`src/rtl/hack_mem_pkg.sv`:
```
// Shared types and constants for the Hack memory write path.
// Address map: RAM16K below SCREEN_BASE, Screen up to KBD_ADDR, keyboard/unmapped above.
package hack_mem_pkg;

    localparam int ADDR_W = 15;
    localparam int DATA_W = 16;
    localparam int N_REQ  = 2;
    localparam int CNT_W  = 8;

    localparam logic [ADDR_W-1:0] SCREEN_BASE = 15'h4000;
    localparam logic [ADDR_W-1:0] KBD_ADDR    = 15'h6000;

    typedef logic [ADDR_W-1:0] addr_t;
    typedef logic [DATA_W-1:0] data_t;

    typedef enum logic {
        IDLE,
        ISSUE
    } state_t;

    function automatic logic is_writable(addr_t a);
        return a < KBD_ADDR;
    endfunction

endpackage

```
`src/rtl/demux_1x2.sv`:
```
// One-to-two demultiplexer: y_in routed to a_out when sel_in is 0, b_out when 1.
module demux_1x2 (
    input  logic y_in,
    input  logic sel_in,
    output logic a_out,
    output logic b_out
);

    assign a_out = y_in & ~sel_in;
    assign b_out = y_in & sel_in;

endmodule

```
`src/rtl/mem_write_arbiter.sv`:
```
// Round-robin write arbiter between CPU and DMA in front of RAM16K/Screen.
// One write in flight; issue phase ends on ack or after a bounded wait.
module mem_write_arbiter
    import hack_mem_pkg::*;
#(
    parameter int TIMEOUT_CYCLES = 15
) (
    input  logic                         clk_in,
    input  logic                         rst_in,
    input  logic [N_REQ-1:0]             req_valid_in,
    input  logic [N_REQ-1:0][ADDR_W-1:0] req_addr_in,
    input  logic [N_REQ-1:0][DATA_W-1:0] req_data_in,
    output logic [N_REQ-1:0]             req_ready_out,
    output logic [ADDR_W-1:0]            wr_addr_out,
    output logic [DATA_W-1:0]            wr_data_out,
    output logic                         ram_load_out,
    output logic                         screen_load_out,
    input  logic                         wr_ack_in,
    output logic                         err_illegal_out,
    output logic                         err_timeout_out
);

    localparam logic [CNT_W-1:0] TO_LIM = CNT_W'(TIMEOUT_CYCLES);

    state_t           state_q;
    state_t           state_d;
    logic             ptr_q;
    logic [CNT_W-1:0] cnt_q;
    logic             gnt_idx;
    logic [N_REQ-1:0] gnt_vec;
    logic             accept;
    logic             mapped;
    logic             issue_active;
    logic             ack_hit;
    logic             expire;

    // ptr_q names the preferred requester on contention (0 = CPU)
    always_comb begin
        gnt_idx = ptr_q;
        unique case (req_valid_in)
            2'b01:   gnt_idx = 1'b0;
            2'b10:   gnt_idx = 1'b1;
            default: gnt_idx = ptr_q;
        endcase
    end

    always_comb begin
        gnt_vec = '0;
        if (state_q == IDLE && !rst_in && req_valid_in[gnt_idx]) begin
            gnt_vec[gnt_idx] = 1'b1;
        end
    end

    assign req_ready_out = gnt_vec;
    assign accept        = |gnt_vec;
    assign mapped        = is_writable(req_addr_in[gnt_idx]);
    assign issue_active  = (state_q == ISSUE);
    assign ack_hit       = issue_active && wr_ack_in;
    assign expire        = issue_active && !wr_ack_in
                           && (cnt_q + CNT_W'(1) == TO_LIM);

    always_ff @(posedge clk_in) begin
        if (rst_in) begin
            state_q <= IDLE;
        end else begin
            state_q <= state_d;
        end
    end

    always_comb begin
        state_d = state_q;
        unique case (state_q)
            IDLE: begin
                if (accept && mapped) begin
                    state_d = ISSUE;
                end
            end
            ISSUE: begin
                if (ack_hit || expire) begin
                    state_d = IDLE;
                end
            end
            default: state_d = IDLE;
        endcase
    end

    always_ff @(posedge clk_in) begin
        if (rst_in) begin
            ptr_q           <= 1'b0;
            cnt_q           <= '0;
            wr_addr_out     <= '0;
            wr_data_out     <= '0;
            err_illegal_out <= 1'b0;
            err_timeout_out <= 1'b0;
        end else begin
            err_illegal_out <= 1'b0;
            err_timeout_out <= 1'b0;
            if (accept) begin
                wr_addr_out     <= req_addr_in[gnt_idx];
                wr_data_out     <= req_data_in[gnt_idx];
                ptr_q           <= ~gnt_idx;
                cnt_q           <= '0;
                err_illegal_out <= ~mapped;
            end
            if (issue_active) begin
                if (ack_hit || expire) begin
                    cnt_q           <= '0;
                    err_timeout_out <= expire;
                end else begin
                    cnt_q <= cnt_q + CNT_W'(1);
                end
            end
        end
    end

    demux_1x2 u_strobe (
        .y_in   (issue_active),
        .sel_in (wr_addr_out[14]),
        .a_out  (ram_load_out),
        .b_out  (screen_load_out)
    );

endmodule

```
`config.mk`:
```
export PLATFORM = sky130hd
export DESIGN_NAME = mem_write_arbiter
export DESIGN_NICKNAME = d
export VERILOG_FILES = /design/src/rtl/hack_mem_pkg.sv /design/src/rtl/demux_1x2.sv /design/src/rtl/mem_write_arbiter.sv
export SDC_FILE = /design/constraint.sdc
export NUM_CORES = 1
export LEC_CHECK = 0
export BUFFER_PORTS_ARGS = -buffer_cell sky130_fd_sc_hd__buf_2
export CAP_MARGIN = 20
export CORE_MARGIN = 2
export CORE_UTILIZATION = 48
export DETAILED_ROUTE_END_ITERATION = 8
export MAX_ROUTING_LAYER = met4
export PLACE_DENSITY = 0.91
export SLEW_MARGIN = 20
export SYNTH_ARGS = -nofsm -noshare
export SYNTH_HDL_FRONTEND = slang
export SYNTH_SLANG_ARGS = --single-unit
export TNS_END_PERCENT = 20
```
`constraint.sdc`:
```
create_clock -name clk_in -period 4 [get_ports clk_in]
set_input_delay 1 -clock clk_in [delete_from_list [all_inputs] [get_ports clk_in]]
set_output_delay 1 -clock clk_in [all_outputs]
set_load 0.01 [all_outputs]
```
# Word-level counts from Yosys, hierarchy flattened
# Cells that the tools add are included.
# classes
n_addsub	1
multipliers	0
div	0
magnitude_cmp	3
n_eq_ne	3
n_shift	0
n_mux	16
bitwise_logic	8
n_reduce_logical	14
# ops
cell	n
$mux W16	2
$mux W15	2
$mux W8	3
$lt A15 B15 Y1 const B	1
$add A8 B1 Y8 const B	1
$eq A8 B4 Y1 const B	1
$logic_and A1 B1 Y1	7
$not A1 Y1	6
$mux W1	5
$pmux W1 S2	2
$reduce_or A2 Y1	2
$reduce_or A3 Y1	1
$and A1 B1 Y1	2
$eq A2 B1 Y1 const B	1
$eq A2 B2 Y1 const B	1
$logic_not A1 Y1	2
$lt A1 B2 Y1 const B	1
$mux W2	1
$reduce_bool A2 Y1	1
$demux W1 S1	1
$ge A1 B1 Y1 const B	1
$logic_or A1 B1 Y1	1
# word_totals
register_bits	43
latchBits	0
ramBits	0
rom_bits	0
input_bits	67
memories	0

# Logic depth before layout (Yosys ltp)
# Gate-level depths: netlist of run 1.
# depth
word_depth	11
ltp_mapped	7
depth_no_buf	7

# By module
# A second synthesis of run 1 with hierarchy kept.
# unflattened
cells_unflattened	223
hier_area_um2	2063.2
# by_module_without_submodules
module	instances	cells_each	area_each_um2	seq_area_each_um2
mem_write_arbiter	1	221	2047.0	860.8
demux_1x2	1	2	16.3	0.0

# Least setup slack after synthesis of run 1
# OpenSTA, ideal clock, no wires.
# synth_path
kind	input to output
from	input req_valid_in[0]
to	output req_ready_out[1]
t_arrival_ps	2152
slack_ps	848
path_stages	5
cell_sequence	inv_1 ha_1 mux2i_2 buf_4 nor2_1
# synth_via
elab_chain_cells	7
# synth_lines
item	line	text
from (decl)	mem_write_arbiter.sv:10	input logic [N_REQ-1:0] req_valid_in,
$eq A2 B2 Y1 / $eq A2 B1 Y1 (equally long branches)	mem_write_arbiter.sv:40	unique case (req_valid_in)
$pmux W1 S2	mem_write_arbiter.sv:40	
$lt A1 B2 Y1 (not written as such) / $ge A1 B1 Y1 (equally long branches)	mem_write_arbiter.sv:50	gnt_vec[gnt_idx] = 1'b1;
$logic_and A1 B1 Y1 (not written as such)	mem_write_arbiter.sv:50	
$mux W1 (not written as such)	mem_write_arbiter.sv:50	
$demux W1 S1	mem_write_arbiter.sv:50	
$mux W2 (*)	mem_write_arbiter.sv:49	if (state_q == IDLE && !rst_in && req_valid_in[gnt_idx]) begin
to (decl)	mem_write_arbiter.sv:13	output logic [N_REQ-1:0] req_ready_out,
# Mark *: on every way between the ends. The rest lies on a longest branch, timed or not. The select of a mux whose other input is x is not followed.

# Worst setup path after layout of run 1
# Same ends and word-level chain as after synthesis.

==> impl_metrics.ini, run 1 <==
[run_status]
status = finished clean

[critical_path]
cp_data_arrival_time_ps = 2280
critical_path.top_delay_family = buffers and inverters
cp_cell_sequence = buf_2 > inv_1 > ha_1 > mux2i_4 > buf_4 > nor2_1 > buf_2
path_max_fanout = 17
crit_path_top_delay_cell = ha_1
startpoint = req_valid_in[0]
critPathMostFrequentCell = buf_2
critical-path-max-stage-delay_ps = 350
crit_path_end_kind = primary output
regToRegStartpoint = cnt_q[0]
cp.required_ps = 3000
critPathBufInv = 4
worstSetupStartpointType = input pin
critPathKind = in2out

[cells_and_area]
final_nets = 394
finalNonFillerCells = 374
n_fill_cell = 335
drive_above_1_share = 0.380
fin_util = 0.661
syn2layout_area_growth_pct = 29.5
register_area_um2 = 861
multiInputGateArea_mm2 = 0.00114
antenna_cells = 0

[drt]
drc_errors = 0
wl_um = 4900
routed_via_density = 5.35
wl_per_cell_um = 13.1
drtIter0Drc = 96
antenna_left = 0
vias = 2002
first_pass_iters = 4

[synthesis]
syn_area_per_cell_um2 = 9.23
ys_seq_area_frac = 0.412
synth_largest_area_cell = dfxtp_1
ys_ff_latch = 43
synth_top_area_frac = 0.412
yosysMostFrequentCell = dfxtp_1
yosys_warnings = 0
synth_top_cells_by_count = 43 x dfxtp_1, 38 x nor2_1, 31 x mux2i_1, 29 x a211oi_1, 11 x clkbuf_1
synth_cell_types = 38
netlist_area_mm2 = 0.00209
synthCells = 226
synth.area.top_cells = dfxtp_1 41%, mux2i_1 15%, a211oi_1 10%
synth_ff_type = dfxtp_1
async_flop_share = 0
synth_edf_count = 0
synth_nets = 297

[power_and_ir_drop]
switching_share = 0.298
p_leak_uw = 0.00137
ir_drop_mv = 0.191
p_comb_frac = 0.235
p_int_uw = 699
power_density_mw_per_mm2 = 369
clkPwrFrac = 0.269
seqPwrFrac = 0.497
p_sw_uw = 297

[placed_design]
globalplace.congestion = 0.871
portBuffers = 103
dpl.cell_count = 366
dpl.hpwl_um = 3740

[sta]
finalHoldViolCount = 0
drv_slew = 0
worstMarginPinSlew_ps = 720
finalSetupViolations = 0
fin_crit_sh = 0.819
grt_setup_unrepaired = false
finalCriticalPeriod_ps = 3280
tns_ps = 0
skew_ps = 7.49
max_slew_margin = 0.520
fmax_mhz = 305

[clock_tree]
cts_root_buf = clkbuf_8
numCtsBuffers = 5
cts_setup_buffers = 0
cts_max_level = 2
clk_latency_ps = 300
cts_tree = yes
ctsHoldBuffers = 0
ctsResizeCount = 0
clock-sinks = 43
clkTransAtPathRegs_ps = 80
cts_buffer_depth = 2

[run]
cap_violations = 0

[global_route]
grt_usage = 0.206
grt_overflow_total = 0
grt_pass1_wl_um = 7960
grt_pass1_vias = 1867
grt_start_max_net_pins = 60
antenna_found_initial = 0

[floorplanning]
rows = 23
pin_count = 104
die_h_um = 69.9
dieArea_mm2 = 0.00489
coreArea_mm2 = 0.00409
die_w_um = 69.9
initial_utilization = 0.511

[hold_path]
min-delay-path-class = reg2reg
min_from = wr_data_out[7]
area by class of cell:
| cell class | instances | share of cell area |
|---|---|---|
| multi-input combinational | 162 | 0.421 |
| tap | 50 | 0.0231 |
| sequential | 43 | 0.319 |
| clock buffer | 6 | 0.0269 |
| inverter | 5 | 0.00694 |
| timing repair buffer | 106 | 0.199 |
| clock inverter | 2 | 0.00463 |
worst min-delay path, cell delays in order, from the launching register on:
cell and delay [ps]:
dfxtp_1 310, nor2_1 90, a211oi_1 50
flip-flops by register name, summed over array words and instances (netlist names):
register / count
issue_active: 1
wr_addr_out: 15
cnt_q: 8
err_illegal_out: 1
wr_data_out: 16
ptr_q: 1
err_timeout_out: 1
worst paths after layout:
check,cells after the start,slack (ps),end
hold reg to reg,2,500,wr_data_out[7]
setup / recovery,7,720,req_ready_out[1]
hold / removal,2,500,wr_data_out[7]
setup reg to reg,6,2050,cnt_q[2]
power groups by stage:
stage / Combinational [uW] / Clock [uW] / Sequential, uW
6_report: 234 / 268 / 495
4_1_cts: 237 / 280 / 494
2_1_floorplan: 135 / 0 / 514
5_1_grt: 262 / 290 / 499
3_5_place_dp: 237 / 0 / 503
3_3_place_gp: 228 / 0 / 503
layout by cell type, fill, tap and decap left out, types with 2 or more instances in the layout:
cell type    n
or3_1        2
nor3_1       2
a21o_1       2
buf_4        3
or2_2        2
inv_1        5
dfxtp_1     43
nor4_1       2
buf_2      103
a21oi_1      5
a211oi_1    29
nand3b_1     2
and2_1       4
nand2_1      5
nor2_1      38
a221oi_1     2
o21ai_0      8
ha_1         4
nand2b_1     4
mux2i_1     31
nand3_1      4
clkbuf_8     5
routing by layer:
metal,vias to the layer above,routed length [um],track usage
li1,1011,-,-
met1,869,2010,0.231
met2,110,2370,0.345
met3,12,395,0.0563
met4,0,125,0.0897
met5,-,0,-
kinds of logic (layout without fill, tap and decap cells):
kind of cell / Yosys count / count (layout) / share of synthesized area
simple gates: 73 / 73 / 0.173
compound gates: 53 / 53 / 0.186
flops: 43 / 43 / 0.412
mux: 32 / 32 / 0.155
buf+inv: 21 / 119 / 0.0492
fa+ha+maj: 4 / 4 / 0.0240
per-stage QoR:
step           hold slack, ps  worst slack, ps  power [uW]  area (um2)
4_1_cts                   501              716        1010        2700
2_1_floorplan             478              848         649        2090
5_1_grt                   525              620        1050        2700
3_3_place_gp              479              799         731        2620
3_5_place_dp              490              718         740        2620
6_report                  499              722         996        2700
Power figures use the tool's default switching activity.
==> run 2, diff against run 1 <==
- ABC_AREA: not set -> 1
- CORE_UTILIZATION: 48 -> 40
- PLACE_DENSITY: 0.91 -> 0.83
- clock period: 4 -> 2.7 ns (I/O delays scaled with it)
==> run 2 against run 1 <==
Against the previous run:
- final cell count rose by 20%
- global-route usage is 0.48 points lower
- sequential share of layout area rose by 0.88 points
- first-iteration DRC count rose by 49%
- sequential cell count stayed put
- critical path depth unchanged
- register-to-register slack worse by 950 ps
- critical path type unchanged
- critical endpoint unchanged
==> impl_metrics.ini, run 2 <==
[run_status]
status = finished clean

[clock_tree]
numCtsBuffers = 5
cts_buffer_depth = 2
clk_latency_ps = 290
cts_root_buf = clkbuf_8
cts_max_level = 2
ctsHoldBuffers = 0
cts_tree = yes
cts_setup_buffers = 0
clkTransAtPathRegs_ps = 80
ctsResizeCount = 0
clock-sinks = 43

[cells_and_area]
syn2layout_area_growth_pct = 34.2
drive_above_1_share = 0.317
largest_reg_flops = 16
final_common_cell = nand2_1
regMostFlops = wr_data_out
antenna_cells = 0
top_regs = wr_data_out (16), wr_addr_out (15), cnt_q (8)
mostFrequentLayoutCells = 119 x nand2_1, 103 x buf_2, 43 x dfxtp_1
final_nets = 452

[synthesis]
yosys_warnings = 0
ys_seq_area_frac = 0.439
synth.area.top_cells = dfxtp_1 44%, nand2_1 23%, a31oi_1 9.3%
synth_nets = 352
synth_top_area_frac = 0.439
yosysMostFrequentCell = nand2_1
synth_top_cells_by_count = 119 x nand2_1, 43 x dfxtp_1, 29 x a31oi_1, 20 x inv_1, 16 x nand3_1
synth_cell_types = 22
synth_edf_count = 0
syn_area_per_cell_um2 = 6.97
async_flop_share = 0
netlist_area_mm2 = 0.00196
ys_ff_latch = 43
synth_ff_type = dfxtp_1
synthCells = 281
synth_largest_area_cell = dfxtp_1

[drt]
routed_via_density = 4.84
vias = 2172
wl_met3_um = 394
wl_um = 5300
drc_errors = 0
top_layer_used = met4
wl_met1_um = 2350
first_pass_iters = 4
route.met2.wl_um = 2470
wl_per_cell_um = 11.8
antenna_left = 0
drtIter0Drc = 143

[hold_path]
hold_depth = 2
min_from = wr_addr_out[13]
hold_end = wr_addr_out[13]
min-delay-path-class = reg2reg

[sta]
max_slew_margin = 0.624
worstMarginPinSlew_ps = 562
grt_setup_unrepaired = false
tns_ps = 0
fin_crit_sh = 0.885
fmax_mhz = 418
skew_ps = 4.49
finalHoldViolCount = 0
drv_slew = 0
finalSetupViolations = 0
finalCriticalPeriod_ps = 2390

[run]
cap_violations = 0

[floorplanning]
die_h_um = 74.0
initial_utilization = 0.415
rows = 25
coreArea_mm2 = 0.00472
die_w_um = 74.0
pin_count = 104
dieArea_mm2 = 0.00547

[placed_design]
portBuffers = 103
globalplace.congestion = 0.863
dpl.hpwl_um = 3880

[critical_path]
regToRegStartpoint = cnt_q[2]
path_max_fanout = 9
cp.required_ps = 2030
cp_data_arrival_time_ps = 1720
reg2reg_depth = 7
r2r-end = cnt_q[3]
critPathKind = in2out
critical_path.top_delay_family = buffers and inverters
startpoint = req_valid_in[0]
critical-path-max-stage-delay_ps = 240
critPathMostFrequentCell = buf_2
worstSetupStartpointType = input pin
critPathBufInv = 4
crit_path_end_kind = primary output
reg2reg_slack_ps = 1100
cp_cell_sequence = buf_2 > inv_1 > ha_1 > nor3_4 > inv_2 > a21oi_2 > buf_2
crit_path_top_delay_cell = ha_1

[global_route]
antenna_found_initial = 0
grt_overflow_total = 0
grt_pass1_vias = 2000
grt_usage = 0.202
grt_start_max_net_pins = 40
grt_pass1_wl_um = 8280

[power_and_ir_drop]
ir_drop_mv = 0.230
total_power_uw = 1460
p_leak_uw = 0.00126
power_density_mw_per_mm2 = 553
## run 2: per-layer routing
| metal | GRT usage | up-vias |
|---|---|---|
| met2 | 0.325 | 96 |
| met4 | 0.0768 | 0 |
| met1 | 0.234 | 955 |
| li1 | - | 1112 |
| met5 | - | - |
| met3 | 0.0637 | 9 |
## run 2: worst max-delay path by stage
stage	endpoint	depth (start not counted)
after floorplan	req_ready_out[0]	7
after global placement	req_ready_out[1]	7
after detailed placement	req_ready_out[1]	7
after CTS	req_ready_out[1]	7
after global routing	req_ready_out[1]	7
final	req_ready_out[1]	7
## run 2: stage by stage
stage | util | area [um2] | instances | setup slack [ps] | hold slack (ps)
3_5_place_dp | 0.533 | 2520 | 441 | 314 | 470
2_1_floorplan | - | 1960 | 281 | 482 | 458
3_3_place_gp | 0.533 | 2520 | 441 | 360 | 467
5_1_grt | 0.557 | 2630 | 449 | 203 | 503
4_1_cts | 0.557 | 2630 | 449 | 306 | 484
6_report | 0.557 | 2630 | 449 | 310 | 483
## run 2: power breakdown
part           switching (uW)  total [uW]  internal, uW  leakage [uW]
clock                     229         505           276     0.0000581
sequential               25.1         702           677      0.000352
combinational             142         248           107      0.000848
## run 2: tightest hold or removal path, stage by stage, from the launching register on
cell	delay, ps
dfxtp_1	320
nand3_1	70
nand2_1	50
## run 2: final cells by class
cell class	count	area, um2
fillers	450	2090
multi-input cells	203	948
flip-flops and latches	43	861
repair buffers	107	546
well taps	67	83.8
inverters	21	78.8
clock buffers	5	68.8
clock inverters	3	43.8
## run 2: cells by family after synthesis
kind of cell / share of synthesized area
and+or+nand+nor: 0.319
AOI/OAI and AO/OA: 0.139
DFF: 0.439
buffers and inverters: 0.0766
adders and majority gates: 0.0255
==> run 3, diff against run 2 <==
- BUFFER_PORTS_ARGS: -buffer_cell sky130_fd_sc_hd__buf_2 -> not set
- CORE_UTILIZATION: 40 -> 56
- DONT_BUFFER_PORTS: not set -> 1
- PLACE_DENSITY: 0.83 -> 0.82
==> run 3 against run 2 <==
Against the previous run:
- final area shrank 23%
- die area shrank 27%
- combinational power shrank 48%
- register-to-register slack lost 160 ps
- total power shrank 20%
- critical path type unchanged
- critical path depth shrank 2
- clock power shrank 38%
- worst hold slack lost 120 ps
- sequential power grew 3.7%
- largest cell class unchanged
==> impl_metrics.ini, run 3 (same netlist as run 2, synthesis figures left out) <==
[clock_tree]
cts_max_level = 2
clkTransAtPathRegs_ps = 130
cts_tree = yes
ctsResizeCount = 0
clock-sinks = 43
cts_buffer_depth = 2
clk_latency_ps = 360
ctsHoldBuffers = 0
cts_setup_buffers = 0
numCtsBuffers = 5
cts_root_buf = clkbuf_4

[global_route]
grt_overflow_total = 0
antenna_found_initial = 0
grt_pass1_wl_um = 7210
grt_usage = 0.236
grt_start_max_net_pins = 41
grt_pass1_vias = 1666

[power_and_ir_drop]
p_leak_uw = 0.000769
p_comb_frac = 0.111
p_int_uw = 824
p_sw_uw = 345
total_power_uw = 1170
clkPwrFrac = 0.266
seqPwrFrac = 0.623
switching_share = 0.295
ir_drop_mv = 0.370
power_density_mw_per_mm2 = 578

[placed_design]
portBuffers = 0
place_ws_ps = 428
dpl.hpwl_um = 3190
dpl.cell_count = 316
globalplace.congestion = 0.836

[drt]
first_pass_iters = 5
drtIter0Drc = 199
routed_via_density = 5.68
vias = 1840
wl_um = 4580
antenna_left = 0
wl_per_cell_um = 14.1
drc_errors = 0

[cells_and_area]
final_nets = 348
syn2layout_area_growth_pct = 3.19
regMostFlops = wr_data_out
antenna_cells = 0
final_common_cell = nand2_1
drive_above_1_share = 0.0576
top_regs = wr_data_out (16), wr_addr_out (15), cnt_q (8)
mostFrequentLayoutCells = 119 x nand2_1, 43 x dfxtp_1, 29 x a31oi_1
largest_reg_flops = 16
finalNonFillerCells = 324

[sta]
tns_ps = 0
finalCriticalPeriod_ps = 2230
finalHoldViolCount = 0
fin_crit_sh = 0.825
skew_ps = 12.2
finalSetupViolations = 0
worstMarginPinSlew_ps = 508
grt_setup_unrepaired = false
max_slew_margin = 0.660
drv_slew = 0
whs_ps = 364
fmax_mhz = 449
setup_slack_ps = 472

[critical_path]
crit_path_top_delay_cell = ha_1
worstSetupStartpointType = input pin
cp.required_ps = 2030
critPathBufInv = 2
critPathKind = in2out
cp_cell_sequence = inv_1 > ha_1 > nor3_4 > inv_2 > a21oi_2
crit_path_end_kind = primary output
cp_data_arrival_time_ps = 1550
critical-path-max-stage-delay_ps = 230
path_max_fanout = 17
critical_path.top_delay_family = buffers and inverters

[hold_path]
min-delay-path-class = in2reg

[run_status]
status = finished clean

[run]
cap_violations = 0

[floorplanning]
die_w_um = 63.2
dieArea_mm2 = 0.00399
initial_utilization = 0.587
pin_count = 104
coreArea_mm2 = 0.00334
rows = 21
die_h_um = 63.2
==> run 3: cell count changes in the layout (fill, tap and decap cells not counted) <==
cell | previous run | this run
buf_2 | 103 | 0
bufinv_16 | 1 | 0
buf_4 | 4 | 3
clkbuf_4 | 0 | 5
clkinv_4 | 1 | 0
clkbuf_1 | 0 | 1
clkbuf_8 | 5 | 0
clkinvlp_4 | 0 | 1
==> run 3: area by class of cell <==
class                      instances  area [um2]
clock buffer                       6        41.3
timing repair buffer               3        22.5
clock inverter                     2        12.5
tap                               46        57.6
multi-input combinational        203         948
fill                             314        1320
sequential                        43         861
inverter                          21        78.8
==> run 3: per-layer routing <==
| layer | share of wire | global-route usage | up-vias |
|---|---|---|---|
| li1 | - | - | 905 |
| met1 | 0.42 | 0.265 | 827 |
| met2 | 0.48 | 0.394 | 103 |
| met3 | 0.087 | 0.0821 | 5 |
| met4 | 0.012 | 0.0750 | 0 |
| met5 | 0 | - | - |
==> run 3: final timing paths <==
kind / start / end / slack, ps / depth (start not counted)
hold reg to reg: cnt_q[7] / cnt_q[7] / 480 / 2
hold / removal: rst_in / cnt_q[4] / 360 / 1
setup reg to reg: issue_active / wr_addr_out[2] / 940 / 6
setup / recovery: req_valid_in[0] / req_ready_out[1] / 470 / 5
==> run 3: through the flow <==
step	util	cell area, um2
floorplan	-	1960
CTS	0.606	2020
finish	0.606	2020
global route	0.606	2020
global placement	0.590	1970
detailed placement	0.590	1970
==> run 3: power by group through the flow <==
stage          Combinational (uW)  Sequential [uW]  Clock, uW
2_1_floorplan                 119              732          0
3_3_place_gp                  126              742          0
3_5_place_dp                  130              742          0
4_1_cts                       130              728        317
5_1_grt                       149              732        345
6_report                      130              728        311
